$ cat config.mk
export PLATFORM = sky130hd
export DESIGN_NAME = mem_access_stage_flat
export DESIGN_NICKNAME = d
export VERILOG_FILES = /design/src/rtl/mem_access_stage_pkg.sv /design/src/rtl/mem_access_stage_if.sv /design/src/rtl/mem_access_stage_out_reg.sv /design/src/rtl/mem_access_stage.sv /design/src/flat_wrapper.sv
export SDC_FILE = /design/constraint.sdc
export NUM_CORES = 1
export LEC_CHECK = 0
export BUFFER_PORTS_ARGS = -buffer_cell sky130_fd_sc_hd__buf_2
export CORE_MARGIN = 2
export CORE_UTILIZATION = 49
export DETAILED_ROUTE_END_ITERATION = 12
export PLACE_DENSITY = 0.8
export SYNTH_ARGS = -nofsm -noshare
export SYNTH_HDL_FRONTEND = slang
export SYNTH_SLANG_ARGS = --single-unit
$ cat constraint.sdc
create_clock -name clk -period 1.8 [get_ports clk]
set_clock_uncertainty 0.1 [all_clocks]
set_input_delay 0 -clock clk [delete_from_list [all_inputs] [get_ports clk]]
set_output_delay 0 -clock clk [all_outputs]
set_load 0.02 [all_outputs]
$ cat src/rtl/mem_access_stage_pkg.sv
// Shared definitions for the memory-access stage: ctrl bit positions,
// FSM states and default widths.
package mem_stage_pkg;

  localparam int ADDR_W_DEF = 16;
  localparam int CTRL_W_DEF = 17;
  localparam int DATA_W     = 32;
  localparam int REG_W      = 4;

  localparam int REG_WRITE  = 0;
  localparam int MEM_READ   = 1;
  localparam int MEM_WRITE  = 2;
  localparam int MEM_TO_REG = 3;

  typedef enum logic [1:0] {
    IDLE  = 2'd0,
    REQ   = 2'd1,
    RWAIT = 2'd2
  } mem_state_e;

endpackage

$ cat src/rtl/mem_access_stage_if.sv
// Data-memory request/grant/read-valid bus; master is the pipeline stage,
// slave is the memory.
interface dmem_if #(
  parameter int ADDR_W = 16
);
  import mem_stage_pkg::*;

  logic              dmem_req;
  logic              dmem_we;
  logic [ADDR_W-1:0] dmem_addr;
  logic [DATA_W-1:0] dmem_wdata;
  logic              dmem_gnt;
  logic              dmem_rvalid;
  logic [DATA_W-1:0] dmem_rdata;

  modport master (
    output dmem_req, dmem_we, dmem_addr, dmem_wdata,
    input  dmem_gnt, dmem_rvalid, dmem_rdata
  );

  modport slave (
    input  dmem_req, dmem_we, dmem_addr, dmem_wdata,
    output dmem_gnt, dmem_rvalid, dmem_rdata
  );

endinterface

$ cat src/rtl/mem_access_stage_out_reg.sv
// MEM/WB holding register: loads a new bundle, holds it until consumed.
module mem_wb_out_reg
  import mem_stage_pkg::*;
#(
  parameter int CTRL_W = CTRL_W_DEF
) (
  input  logic              clk,
  input  logic              rst_n,
  input  logic              load,
  input  logic [CTRL_W-1:0] ld_ctrl,
  input  logic [DATA_W-1:0] ld_result,
  input  logic [REG_W-1:0]  ld_srcRegDir,
  input  logic [REG_W-1:0]  ld_Robj,
  output logic              o_valid,
  input  logic              o_ready,
  output logic [CTRL_W-1:0] o_ctrl,
  output logic [DATA_W-1:0] o_result,
  output logic [REG_W-1:0]  o_srcRegDir,
  output logic [REG_W-1:0]  o_Robj
);

  always_ff @(posedge clk) begin
    if (!rst_n) begin
      o_valid     <= 1'b0;
      o_ctrl      <= '0;
      o_result    <= '0;
      o_srcRegDir <= '0;
      o_Robj      <= '0;
    end else if (load) begin
      o_valid     <= 1'b1;
      o_ctrl      <= ld_ctrl;
      o_result    <= ld_result;
      o_srcRegDir <= ld_srcRegDir;
      o_Robj      <= ld_Robj;
    end else if (o_ready) begin
      o_valid     <= 1'b0;
    end
  end

endmodule

$ cat src/rtl/mem_access_stage.sv
// EXE/MEM consumer: performs the data-memory access and feeds a registered
// MEM/WB bundle, stalling the pipeline while an access or result is pending.
module mem_access_stage
  import mem_stage_pkg::*;
#(
  parameter int ADDR_W = ADDR_W_DEF,
  parameter int CTRL_W = CTRL_W_DEF
) (
  input  logic              clk,
  input  logic              rst_n,
  input  logic              i_valid,
  output logic              i_ready,
  input  logic [CTRL_W-1:0] i_ctrl,
  input  logic [DATA_W-1:0] i_srcReg,
  input  logic [REG_W-1:0]  i_srcRegDir,
  input  logic [DATA_W-1:0] i_alu,
  input  logic [REG_W-1:0]  i_Robj,
  dmem_if.master            dmem,
  output logic              o_valid,
  input  logic              o_ready,
  output logic [CTRL_W-1:0] o_ctrl,
  output logic [DATA_W-1:0] o_result,
  output logic [REG_W-1:0]  o_srcRegDir,
  output logic [REG_W-1:0]  o_Robj
);

  mem_state_e        state, state_nx;
  logic [CTRL_W-1:0] ctrl_p0;
  logic [DATA_W-1:0] src_p0;
  logic [REG_W-1:0]  dir_p0;
  logic [DATA_W-1:0] alu_p0;
  logic [REG_W-1:0]  robj_p0;

  logic              acc, i_mem, load;
  logic [CTRL_W-1:0] ld_ctrl;
  logic [DATA_W-1:0] ld_result, rd_sel;
  logic [REG_W-1:0]  ld_dir, ld_robj;

  assign i_ready = (state == IDLE) && (!o_valid || o_ready);
  assign acc     = i_valid && i_ready;
  assign i_mem   = i_ctrl[MEM_READ] || i_ctrl[MEM_WRITE];
  assign rd_sel  = ctrl_p0[MEM_TO_REG] ? dmem.dmem_rdata : alu_p0;

  // Stage p0: accepted EXE/MEM fields, held for the duration of the access
  always_ff @(posedge clk) begin
    if (!rst_n) begin
      state   <= IDLE;
      ctrl_p0 <= '0;
      src_p0  <= '0;
      dir_p0  <= '0;
      alu_p0  <= '0;
      robj_p0 <= '0;
    end else begin
      state <= state_nx;
      if (acc) begin
        ctrl_p0 <= i_ctrl;
        src_p0  <= i_srcReg;
        dir_p0  <= i_srcRegDir;
        alu_p0  <= i_alu;
        robj_p0 <= i_Robj;
      end
    end
  end

  // A grant arriving together with rvalid completes the read immediately;
  // a write takes priority over a read when both ctrl bits are set.
  always_comb begin
    state_nx  = state;
    load      = 1'b0;
    ld_ctrl   = ctrl_p0;
    ld_result = alu_p0;
    ld_dir    = dir_p0;
    ld_robj   = robj_p0;
    case (state)
      IDLE: begin
        if (acc) begin
          if (i_mem) begin
            state_nx = REQ;
          end else begin
            load      = 1'b1;
            ld_ctrl   = i_ctrl;
            ld_result = i_alu;
            ld_dir    = i_srcRegDir;
            ld_robj   = i_Robj;
          end
        end
      end
      REQ: begin
        if (dmem.dmem_gnt) begin
          if (ctrl_p0[MEM_WRITE]) begin
            load     = 1'b1;
            state_nx = IDLE;
          end else if (dmem.dmem_rvalid) begin
            load      = 1'b1;
            ld_result = rd_sel;
            state_nx  = IDLE;
          end else begin
            state_nx = RWAIT;
          end
        end
      end
      RWAIT: begin
        if (dmem.dmem_rvalid) begin
          load      = 1'b1;
          ld_result = rd_sel;
          state_nx  = IDLE;
        end
      end
      default: state_nx = IDLE;
    endcase
  end

  assign dmem.dmem_req   = (state == REQ);
  assign dmem.dmem_we    = (state == REQ) && ctrl_p0[MEM_WRITE];
  assign dmem.dmem_addr  = alu_p0[ADDR_W-1:0];
  assign dmem.dmem_wdata = src_p0;

  // Stage p1: MEM/WB output register
  mem_wb_out_reg #(
    .CTRL_W(CTRL_W)
  ) u_out (
    .clk         (clk),
    .rst_n       (rst_n),
    .load        (load),
    .ld_ctrl     (ld_ctrl),
    .ld_result   (ld_result),
    .ld_srcRegDir(ld_dir),
    .ld_Robj     (ld_robj),
    .o_valid     (o_valid),
    .o_ready     (o_ready),
    .o_ctrl      (o_ctrl),
    .o_result    (o_result),
    .o_srcRegDir (o_srcRegDir),
    .o_Robj      (o_Robj)
  );

endmodule

$ cat src/flat_wrapper.sv
// flat-port wrapper written by rule: the top's interface ports become plain ports
module mem_access_stage_flat import mem_stage_pkg::*;
#(
  parameter int ADDR_W = ADDR_W_DEF,
  parameter int CTRL_W = CTRL_W_DEF
)
  (clk, rst_n, i_valid, i_ready, i_ctrl, i_srcReg, i_srcRegDir, i_alu, i_Robj, o_valid, o_ready, o_ctrl, o_result, o_srcRegDir, o_Robj, dmem_dmem_req, dmem_dmem_we, dmem_dmem_addr, dmem_dmem_wdata, dmem_dmem_gnt, dmem_dmem_rvalid, dmem_dmem_rdata);
  dmem_if #(.ADDR_W(ADDR_W)) dmem_i ();
  input  logic clk;
  input  logic rst_n;
  input  logic i_valid;
  output logic i_ready;
  input  logic [CTRL_W-1:0] i_ctrl;
  input  logic [DATA_W-1:0] i_srcReg;
  input  logic [REG_W-1:0] i_srcRegDir;
  input  logic [DATA_W-1:0] i_alu;
  input  logic [REG_W-1:0] i_Robj;
  output logic o_valid;
  input  logic o_ready;
  output logic [CTRL_W-1:0] o_ctrl;
  output logic [DATA_W-1:0] o_result;
  output logic [REG_W-1:0] o_srcRegDir;
  output logic [REG_W-1:0] o_Robj;
  output wire logic [$bits(dmem_i.dmem_req)-1:0] dmem_dmem_req;
  output wire logic [$bits(dmem_i.dmem_we)-1:0] dmem_dmem_we;
  output wire logic [$bits(dmem_i.dmem_addr)-1:0] dmem_dmem_addr;
  output wire logic [$bits(dmem_i.dmem_wdata)-1:0] dmem_dmem_wdata;
  input wire logic [$bits(dmem_i.dmem_gnt)-1:0] dmem_dmem_gnt;
  input wire logic [$bits(dmem_i.dmem_rvalid)-1:0] dmem_dmem_rvalid;
  input wire logic [$bits(dmem_i.dmem_rdata)-1:0] dmem_dmem_rdata;
  assign dmem_dmem_req = dmem_i.dmem_req;
  assign dmem_dmem_we = dmem_i.dmem_we;
  assign dmem_dmem_addr = dmem_i.dmem_addr;
  assign dmem_dmem_wdata = dmem_i.dmem_wdata;
  assign dmem_i.dmem_gnt = dmem_dmem_gnt;
  assign dmem_i.dmem_rvalid = dmem_dmem_rvalid;
  assign dmem_i.dmem_rdata = dmem_dmem_rdata;
  mem_access_stage #(.ADDR_W(ADDR_W), .CTRL_W(CTRL_W)) u_core (.clk(clk), .rst_n(rst_n), .i_valid(i_valid), .i_ready(i_ready), .i_ctrl(i_ctrl), .i_srcReg(i_srcReg), .i_srcRegDir(i_srcRegDir), .i_alu(i_alu), .i_Robj(i_Robj), .dmem(dmem_i), .o_valid(o_valid), .o_ready(o_ready), .o_ctrl(o_ctrl), .o_result(o_result), .o_srcRegDir(o_srcRegDir), .o_Robj(o_Robj));
endmodule
==> results of run 1 <==
-- sequential cells by signal, indices dropped and copies added, names as in the netlist, 2 cells and up --
register / flops
u_core.alu_p0: 32
u_core.dir_p0: 4
u_core.dmem.dmem_wdata: 32
u_core.state: 2
u_core.u_out.o_result: 32
u_core.u_out.o_Robj: 4
u_core.u_out.o_srcRegDir: 4
u_core.u_out.o_ctrl: 17
u_core.robj_p0: 4
u_core.ctrl_p0: 17
-- power breakdown --
| group | total (mW) | switching, mW | internal (mW) |
|---|---|---|---|
| Sequential | 3.70 | 0.145 | 3.55 |
| Combinational | 1.72 | 0.971 | 0.751 |
| Clock | 3.16 | 1.27 | 1.89 |
-- worst register-to-register path: cells and delay by family, from the launching register on --
kind,cells,cell delay (ps)
flip-flops,1,310
buffers and inverters,1,160
AO/OA/AOI/OAI,4,1070
-- timing repair --
item	4_1_cts	5_1_grt
gates resized for setup	0	15
endpoints found under the hold margin	147	0
pin swaps	0	5
cloned	1	0
buffers inserted	0	2
endpoints found under the setup margin	1	57
hold buffers	125	0
-- cell type report --
type,instances,share of cell area [%]
diodes,4,0.106
clock buffers,26,5.30
clock inverters,4,0.239
inverters,2,0.106
multi-input cells,535,29.9
flip-flops and latches,149,31.7
well taps,168,2.23
repair buffers,388,30.4
-- cell families (layout without fill, tap and decap cells) --
kind of cell	after synthesis	count (layout)	share of synthesized area (%)
and+or+nand+nor	316	316	21.3
AOI/OAI and AO/OA	219	219	23.2
DFF	149	149	48.6
buffers and inverters	88	420	6.91
other	0	4	0
-- stage by stage --
step                area [um2]  util, %
detailed placement        7530     62.2
global route              9410     77.7
CTS                       9330     77.1
global placement          7530     62.2
finish                    9420     77.8
floorplan                 6140        -
-- per-layer routing --
layer / part of all wire (%) / routed length [um] / vias up / global-route usage [%]
li1: - / - / 3352 / -
met4: 4.3 / 956 / 0 / 17.3
met1: 37 / 8230 / 3361 / 36.8
met2: 50 / 11100 / 456 / 53.5
met5: 0 / 0 / - / 0
met3: 7.8 / 1710 / 95 / 8.47
-- worst max path at each step --
stage / slack, ps / end / cells after the start
after CTS: 10 / u_core.u_out.o_ctrl[7] / 6
after global placement: 140 / u_core.u_out.o_Robj[1] / 6
final: 10 / u_core.u_out.o_result[1] / 7
after global routing: -10 / u_core.u_out.o_result[1] / 7
after detailed placement: 60 / u_core.u_out.o_ctrl[14] / 6
after floorplan: 70 / u_core.u_out.o_result[30] / 5
-- Yosys cell counts, drive strengths merged, types with 2 or more instances --
cell	number
a22oi	19
nor3	36
and2	2
nand2	240
a21oi	91
a31oi	20
buf	33
dfxtp	149
a21o	2
clkbuf	53
nor2	4
o21ai	12
a2bb2oi	2
a311oi	35
o211ai	13
inv	2
o31ai	20
nand3	25
==> results by group, run 1 <==
Power and ir drop
  – Leakage power: 4.03 nW
  – VDD IR-drop max: 0.922 mV
  – Total chip power: 8.58 mW
  – P per Cell Area: 910 nW/um2

Yosys
  – Top FF cell, synth: dfxtp_1
  – Fraction of registers with async set/reset: 0%
  – Post-synth EDFFs: 0
  – Cells after Synth: 772
  – Post-synthesis cell type count: 36
  – Syn nets: 899
  – Avg Cell Area, Syn: 7.96 um2
  – Seq cells post-synth: 149
  – Synth Warn #: 0
  – Leading area contributor after synthesis: dfxtp_1
  – Post-synthesis sequential area ratio: 48.6%
  – Top post-synthesis cells by area: dfxtp_1, nand2_1, a21oi_1, a311oi_1, clkbuf_1
  – Post-synth design cell area: 6140 um2
  – Top cell type's share of synthesized area: 48.6%

Cells and area
  – FF+latch area: 2980 um2
  – Multi-input gate area: 2820 um2
  – Most common cell after layout, fill and taps aside: nand2_1
  – # fillers: 844
  – Share of post-route cells with drive strength above 1: 27.8%
  – Fin cells: 1276
  – Syn-to-layout area delta: 53.4%
  – Most frequent cells in the layout: nand2_1, buf_2, dfxtp_1
  – Final-stage net count: 1220

Setup path
  – Worst-path fanout max: 12
  – CP max stage cell: dlygate4sd3_1
  – Worst reg2reg path depth: 5
  – Worst R2R End: u_core.u_out.o_result[1]
  – Required time of the critical path: 2020 ps
  – CP Launch Type: input port
  – Delay-heaviest family, CP: compound AO/OA/AOI/OAI gates
  – Buf/Inv on CP: 3
  – Worst setup path startpoint: dmem_dmem_rvalid
  – Worst EP arrival: 2010 ps
  – R2R Path Start: u_core.ctrl_p0[2]
  – CP peak stage delay: 550 ps
  – R2R Setup Slk: 50 ps
  – Worst Setup End Kind: register
  – Kind of critical path: input port to register
  – Crit path cell chain: dlygate4sd3_1 > buf_4 > o211ai_1 > a2bb2oi_4 > buf_6 > o21ai_0 > a311oi_2

Outcome
  – Status: complete, no violations

STA
  – Final setup vio count: 0
  – Crit path setup slack, layout: 14.8 ps
  – FMAX: 560 MHz
  – Final Critical Period: 1790 ps
  – Worst-Margin Slew: 503 ps
  – Worst slew margin: 66.3%
  – Max Slew Vio Count: 0
  – Final hold viol count: 0
  – Fin crit share: 99.2%
  – Sum Neg Setup Slack: 0 ps
  – Hold WS: 17.9 ps

GRT
  – Global-route wire length before repair: 33.6 mm
  – Maximum number of pins on one net before global-route repair: 52
  – Vias in the first global route: 6917
  – Overall routing resource usage: 31.7%
  – Congestion Overflow GR: 0
  – Initial antenna violation count: 1

Die
  – Core Area: 12100 um2
  – Die Width: 116 um
  – Die Height: 116 um
  – Die Area: 13400 um2
  – Row count: 40
  – Initial core utilization: 50.7%
  – # IOs: 236

Detailed routing
  – Total Wirelength: 22.0 mm
  – Vias per inst: 5.69
  – Antenna-violating nets left: 0
  – DRC: 0
  – Total iterations of the first detailed-routing run: 7
  – Routed vias: 7264
  – Initial DRC count: 736
  – WL per Instance: 17.2 um

Clock tree
  – H-tree levels: 4
  – CTS root buf: clkbuf_16
  – Clock sink total: 149
  – CTS tree: built
  – Inserted Clock Buffers: 17
  – Bufs on Longest Clock Path: 2
  – Clk_lat worst skew: 420 ps
  – Worst-path clk slew: 60 ps

Worst hold path
  – Hold crit path type: input port to register
  – Hold Path Stages: 4
  – Hold Path End: u_core.alu_p0[22]
  – Min-delay src: i_valid

Placement
  – Pre-CTS setup slack: 57.3 ps
  – Buffers on Ports: 235
  – Routability cong.: 0.842
  – Dpl hpwl: 11.9 mm
  – Placed instance count: 1114

Flow run
  – Max-Cap Viols: 0
Power figures use the tool's default switching activity.
==> run 2: changes to the inputs <==
MAX_ROUTING_LAYER = met4   (was default)
SETUP_SLACK_MARGIN = 0.4   (was default)
==> results by group, run 2 <==
Placement
  – Buffers on Ports: 235
  – Routability cong.: 0.834
  – DP Area: 7540 um2
  – Dpl hpwl: 11.6 mm
  – Placed instance count: 1115

Clock tree
  – Bufs on Longest Clock Path: 2
  – H-tree levels: 4
  – CTS root buf: clkbuf_16
  – Inserted Clock Buffers: 17
  – Clock sink total: 149

Yosys
  – Synth Warn #: 0
  – Leading area contributor after synthesis: dfxtp_1
  – Post-synth EDFFs: 0
  – Top-count cell post-synth: nand2_1
  – Top post-synthesis cells by area: dfxtp_1, nand2_1, a21oi_1, a311oi_1, clkbuf_1
  – Seq cells post-synth: 149
  – Post-synthesis cell type count: 36
  – Cells after Synth: 772
  – Top cell type's share of synthesized area: 48.6%
  – Syn nets: 899
  – Fraction of registers with async set/reset: 0%
  – Post-synth design cell area: 6140 um2
  – Post-synthesis sequential area ratio: 48.6%
  – Avg Cell Area, Syn: 7.96 um2
  – Synth cell count leaders: nand2_1, dfxtp_1, a21oi_1
  – Top FF cell, synth: dfxtp_1

Die
  – Die Height: 116 um
  – # IOs: 236
  – Row count: 40
  – Die Width: 116 um
  – Initial core utilization: 50.7%

Outcome
  – Status: aborted with a tool error
  – Exit stage: global routing (5_1_grt)
  – Error msg: [ERROR GRT-0232] Routing congestion too high. Check the congestion heatmap in the GUI.

GRT
  – Congestion Overflow GR: 562
  – Maximum number of pins on one net before global-route repair: 75
  – Overall routing resource usage: 94.1%

STA
  – Worst EP kind: register input
  – GRT worst endpoint: u_core.u_out.o_ctrl[13]$_SDFFE_PN0P_/D
[run 2: cell counts after synthesis]
No cell type changed its count.
[run 2: repair_timing]
action | 4_1_cts
endpoints found under the setup margin | 150
resized for setup | 55
buffers inserted | 14
hold endpoints to repair | 147
hold buffers | 126
pin swaps | 15
cloned | 7
[run 2: logic make-up after synthesis]
group | Yosys count | share of synthesized area, %
DFF | 149 | 48.6
buffers and inverters | 88 | 6.91
AOI/OAI and AO/OA | 219 | 23.2
and+or+nand+nor | 316 | 21.3
[run 2: metrics by stage]
step	hold WS [ps]	worst slack [ps]
global placement	140	154
floorplan	36.0	270
CTS	62.4	157
detailed placement	146	97.9
[run 2: layer usage]
metal	overflow	GRT usage, %
met3	8	73.0
met1	6	85.4
met4	152	106
met2	396	114
met5	-	-
==> run 3: changes to the inputs <==
CORE_UTILIZATION = 40   (was 49)
MAX_ROUTING_LAYER = default   (was met4)
PLACE_DENSITY = default   (was 0.8)
PLACE_DENSITY_LB_ADDON = 0.15   (was default)
SETUP_SLACK_MARGIN = default   (was 0.4)
==> results by group, run 3 (synthesis results as in run 1) <==
Outcome
  – Status: complete, no violations

Setup path
  – Worst-path fanout max: 12
  – Crit path cell chain: o211ai_1 > a2bb2oi_2 > buf_4 > o21ai_0 > a311oi_1
  – Worst EP arrival: 1930 ps
  – R2R Path Start: u_core.ctrl_p0[2]
  – CP peak stage delay: 350 ps
  – Required time of the critical path: 2020 ps
  – Kind of critical path: register to register
  – CP max stage cell: o211ai_1
  – Worst setup path startpoint: u_core.ctrl_p0[2]
  – CP Launch Type: register
  – Worst Setup End Kind: register

Power and ir drop
  – Total chip power: 8.85 mW
  – P per Cell Area: 935 nW/um2
  – Leakage power: 4.06 nW
  – VDD IR-drop max: 0.609 mV

Detailed routing
  – WL per Instance: 15.5 um
  – DRC: 0
  – Total iterations of the first detailed-routing run: 5
  – Antenna-violating nets left: 0
  – Routed vias: 6760
  – Initial DRC count: 399
  – Vias per inst: 5.20
  – Total Wirelength: 20.1 mm

Placement
  – DP Area: 7610 um2
  – Routability cong.: 0.840
  – Pre-CTS setup slack: 70.6 ps
  – Dpl hpwl: 12.2 mm
  – Buffers on Ports: 235

Die
  – Die Height: 128 um
  – Core Area: 15100 um2
  – Initial core utilization: 40.7%
  – Die Width: 128 um
  – Row count: 45
  – # IOs: 236
  – Die Area: 16400 um2

GRT
  – GR Util met3: 6.55%
  – Routing usage on met2: 40.7%
  – Vias in the first global route: 6364
  – GRT Max-Usage Layer: met2
  – Maximum number of pins on one net before global-route repair: 52
  – Overall routing resource usage: 24.4%
  – Global-route wire length before repair: 32.1 mm
  – Congestion Overflow GR: 0
  – Initial antenna violation count: 0
  – Met1 global-route usage: 30.4%

STA
  – RSZ-0062 raised after global routing: yes
  – Max Slew Vio Count: 0
  – Final setup vio count: 0
  – Worst slew margin: 71.6%
  – FMAX: 584 MHz
  – Fin crit share: 95.1%
  – Final hold viol count: 0
  – Crit path setup slack, layout: 88.3 ps
  – Sum Neg Setup Slack: 0 ps
  – Worst-Margin Slew: 427 ps
  – Final Critical Period: 1710 ps

Clock tree
  – Bufs on Longest Clock Path: 2
  – Inserted Clock Buffers: 17
  – CTS tree: built
  – Clock sink total: 149
  – Clk_lat worst skew: 410 ps
  – CTS root buf: clkbuf_16
  – H-tree levels: 4
  – Worst-path clk slew: 60 ps

Cells and area
  – Diodes inserted: 0
  – Most common cell after layout, fill and taps aside: nand2_1
  – Share of post-route cells with drive strength above 1: 27.8%
  – Final-stage net count: 1227
  – Most frequent cells in the layout: nand2_1, buf_2, dfxtp_1
  – Util after Layout: 62.7%
  – Syn-to-layout area delta: 54.1%
  – Cell area after layout: 9460 um2

Worst hold path
  – Hold crit path type: input port to register
  – Min-delay src: i_valid

Flow run
  – Max-Cap Viols: 0
==> run 3: worst paths after layout <==
kind,endpoint,slack (ps),cells after the start
min,u_core.robj_p0[3],50,4
max reg2reg,u_core.u_out.o_result[7],90,5
max,u_core.u_out.o_result[7],90,5
min reg2reg,u_core.dmem.dmem_wdata[2],350,2
==> run 3: cell type report <==
type                            count  area (um2)
Clock inverter                      5         100
Inverter                            2        10.0
Clock buffer                       25         465
Sequential cell                   149        2990
Timing Repair Buffer              395        2880
Tap cell                          188         235
Fill cell                        1306        5630
Multi-Input combinational cell    535        2790
==> run 3: repair_timing <==
action / 4_1_cts / 5_1_grt
resized for setup: 0 / 5
buffers inserted: 0 / 2
endpoints found under the setup margin: 0 / 40
endpoints found under the hold margin: 147 / 0
hold buffers: 125 / 0
==> run 3: layer usage <==
layer / vias up / share of wire (%)
li1: 3363 / -
met4: 0 / 2.1
met1: 3123 / 44
met5: - / 0
met2: 241 / 48
met3: 33 / 6.0
==> run 3: metrics by stage <==
| step | hold WS, ps | instances |
|---|---|---|
| 6_report | 53.3 | 1299 |
| 5_1_grt | 54.8 | 1299 |
| 4_1_cts | 33.8 | 1297 |
| 3_5_place_dp | 145 | 1142 |
| 3_3_place_gp | 143 | 1142 |
| 2_1_floorplan | 36.0 | 772 |
==> run 3: critical path, delay by kind of cell, from the launching register on <==
family                 cells  cell delay, ps
buffers and inverters      1             210
flip-flops                 1             330
AO/OA/AOI/OAI              4             980
==> run 3: where the power goes <==
group	leakage [nW]	switching (mW)	internal [mW]	total, mW
clock	0.275	1.29	2.20	3.49
sequential	1.22	0.133	3.55	3.68
combinational	2.56	0.932	0.745	1.68
total	4.06	2.35	6.49	8.85
==> run 4: changes to the inputs <==
HOLD_SLACK_MARGIN = 0.02   (was default)
clock period = 1.95 ns   (was 1.8 ns; I/O delays follow)
==> results by group, run 4 (synthesis results as in run 1) <==
Outcome
  – Status: complete, no violations

Power and ir drop
  – Leakage power: 4.01 nW
  – VDD IR-drop max: 0.576 mV
  – P per Cell Area: 869 nW/um2

Setup path
  – Required time of the critical path: 2170 ps
  – Worst Setup End Kind: register
  – R2R Path Start: u_core.u_out.o_valid
  – R2R Setup Slk: 120 ps
  – Worst setup path startpoint: u_core.u_out.o_valid
  – Worst R2R End: u_core.u_out.o_result[15]
  – Kind of critical path: register to register
  – CP Launch Type: register
  – Worst reg2reg path depth: 5
  – Worst-path fanout max: 20
  – Worst EP arrival: 2050 ps

STA
  – Final Critical Period: 1830 ps
  – Hold WS: 271 ps
  – Sum Neg Setup Slack: 0 ps
  – Worst slew margin: 69.5%
  – Fin crit share: 93.8%
  – Worst-Margin Slew: 457 ps
  – RSZ-0062 raised after global routing: no
  – Final hold viol count: 0
  – Max Slew Vio Count: 0
  – Final setup vio count: 0
  – FMAX: 547 MHz

Placement
  – Routability cong.: 0.790
  – Placed instance count: 1136
  – Dpl hpwl: 12.3 mm
  – Buffers on Ports: 235
  – DP Area: 7510 um2

Die
  – Initial core utilization: 40.7%
  – Row count: 45
  – Die Width: 128 um
  – Die Height: 128 um
  – # IOs: 236
  – Core Area: 15100 um2
  – Die Area: 16400 um2

Clock tree
  – Worst-path clk slew: 60 ps
  – Bufs on Longest Clock Path: 2
  – CTS tree: built
  – Resized Gates After CTS: 0
  – Inserted Clock Buffers: 17
  – Clock sink total: 149
  – H-tree levels: 4
  – Clk_lat worst skew: 410 ps
  – CTS root buf: clkbuf_16

Cells and area
  – Diodes inserted: 0
  – Multi-input gate area: 2770 um2
  – # fillers: 1311
  – Cell area after layout: 9350 um2
  – Final-stage net count: 1220
  – Syn-to-layout area delta: 52.3%
  – Util after Layout: 62.0%
  – FF+latch area: 2980 um2
  – Most common cell after layout, fill and taps aside: nand2_1
  – Share of post-route cells with drive strength above 1: 27.1%
  – Most frequent cells in the layout: nand2_1, buf_2, dfxtp_1
  – Fin cells: 1293

GRT
  – Congestion Overflow GR: 0
  – Overall routing resource usage: 24.3%
  – Initial antenna violation count: 0
  – Global-route wire length before repair: 32.0 mm
  – Maximum number of pins on one net before global-route repair: 70
  – Vias in the first global route: 6565

Worst hold path
  – Hold crit path type: input port to register
  – Min-delay src: i_srcReg[0]
  – Hold Path End: u_core.dmem.dmem_wdata[0]
  – Hold Path Stages: 4

Detailed routing
  – Routed vias: 6729
  – Total iterations of the first detailed-routing run: 5
  – Vias per inst: 5.20
  – WL per Instance: 15.8 um
  – DRC: 0
  – Antenna-violating nets left: 0
  – Total Wirelength: 20.4 mm
  – Initial DRC count: 444

Flow run
  – Max-Cap Viols: 0
run 4: changes by cell type in the layout (fill, tap and decap cells not counted), sizes merged:
cell,change
buf,-8
bufinv,-2
clkbuf,+4
clkinv,-1
dlygate4sd3,+1
run 4: worst max path at each step:
stage,to,slack [ps],depth (start not counted)
after global placement,u_core.u_out.o_result[15],230,5
after global routing,u_core.u_out.o_result[25],3,5
final,u_core.u_out.o_result[15],120,5
after CTS,u_core.u_out.o_result[15],120,5
after detailed placement,u_core.u_out.o_result[15],140,5
after floorplan,u_core.u_out.o_result[30],220,5
run 4: cell type report:
| class | count | area share, % |
|---|---|---|
| clock buffers | 29 | 5.89 |
| multi-input cells | 535 | 29.7 |
| inverters | 2 | 0.107 |
| flip-flops and latches | 149 | 31.9 |
| repair buffers | 388 | 29.6 |
| clock inverters | 2 | 0.375 |
| well taps | 188 | 2.52 |
run 4: report_power, final:
part	internal, mW	switching [mW]	leakage [nW]	total [mW]
clock network	2.02	1.19	0.290	3.21
registers	3.28	0.128	1.22	3.40
logic	0.659	0.852	2.50	1.51
total	5.96	2.17	4.01	8.13
run 4: per-stage QoR:
| step | setup WS (ps) | power, mW |
|---|---|---|
| finish | 120 | 8.13 |
| global route | 3.08 | 8.49 |
| CTS | 120 | 8.19 |
| detailed placement | 137 | 4.77 |
| global placement | 226 | 4.76 |
| floorplan | 221 | 4.26 |
run 4: routing by layer:
layer,global-route usage (%),up-vias,wire length [um]
met3,5.97,35,1350
met4,10.3,0,529
met1,30.3,3099,8840
li1,-,3342,-
met5,0,-,0
met2,40.4,253,9670
run 4: repair_timing:
item,CTS,global route
buffers inserted,0,0
hold buffers,126,0
hold endpoints to repair,147,0
run 4: worst max-delay path, stage by stage (launching register included):
cell and delay, ps:
dfxtp_1 310, nand2b_1 210, and4_4 460, buf_4 300, nor3_1 90, a311oi_1 250
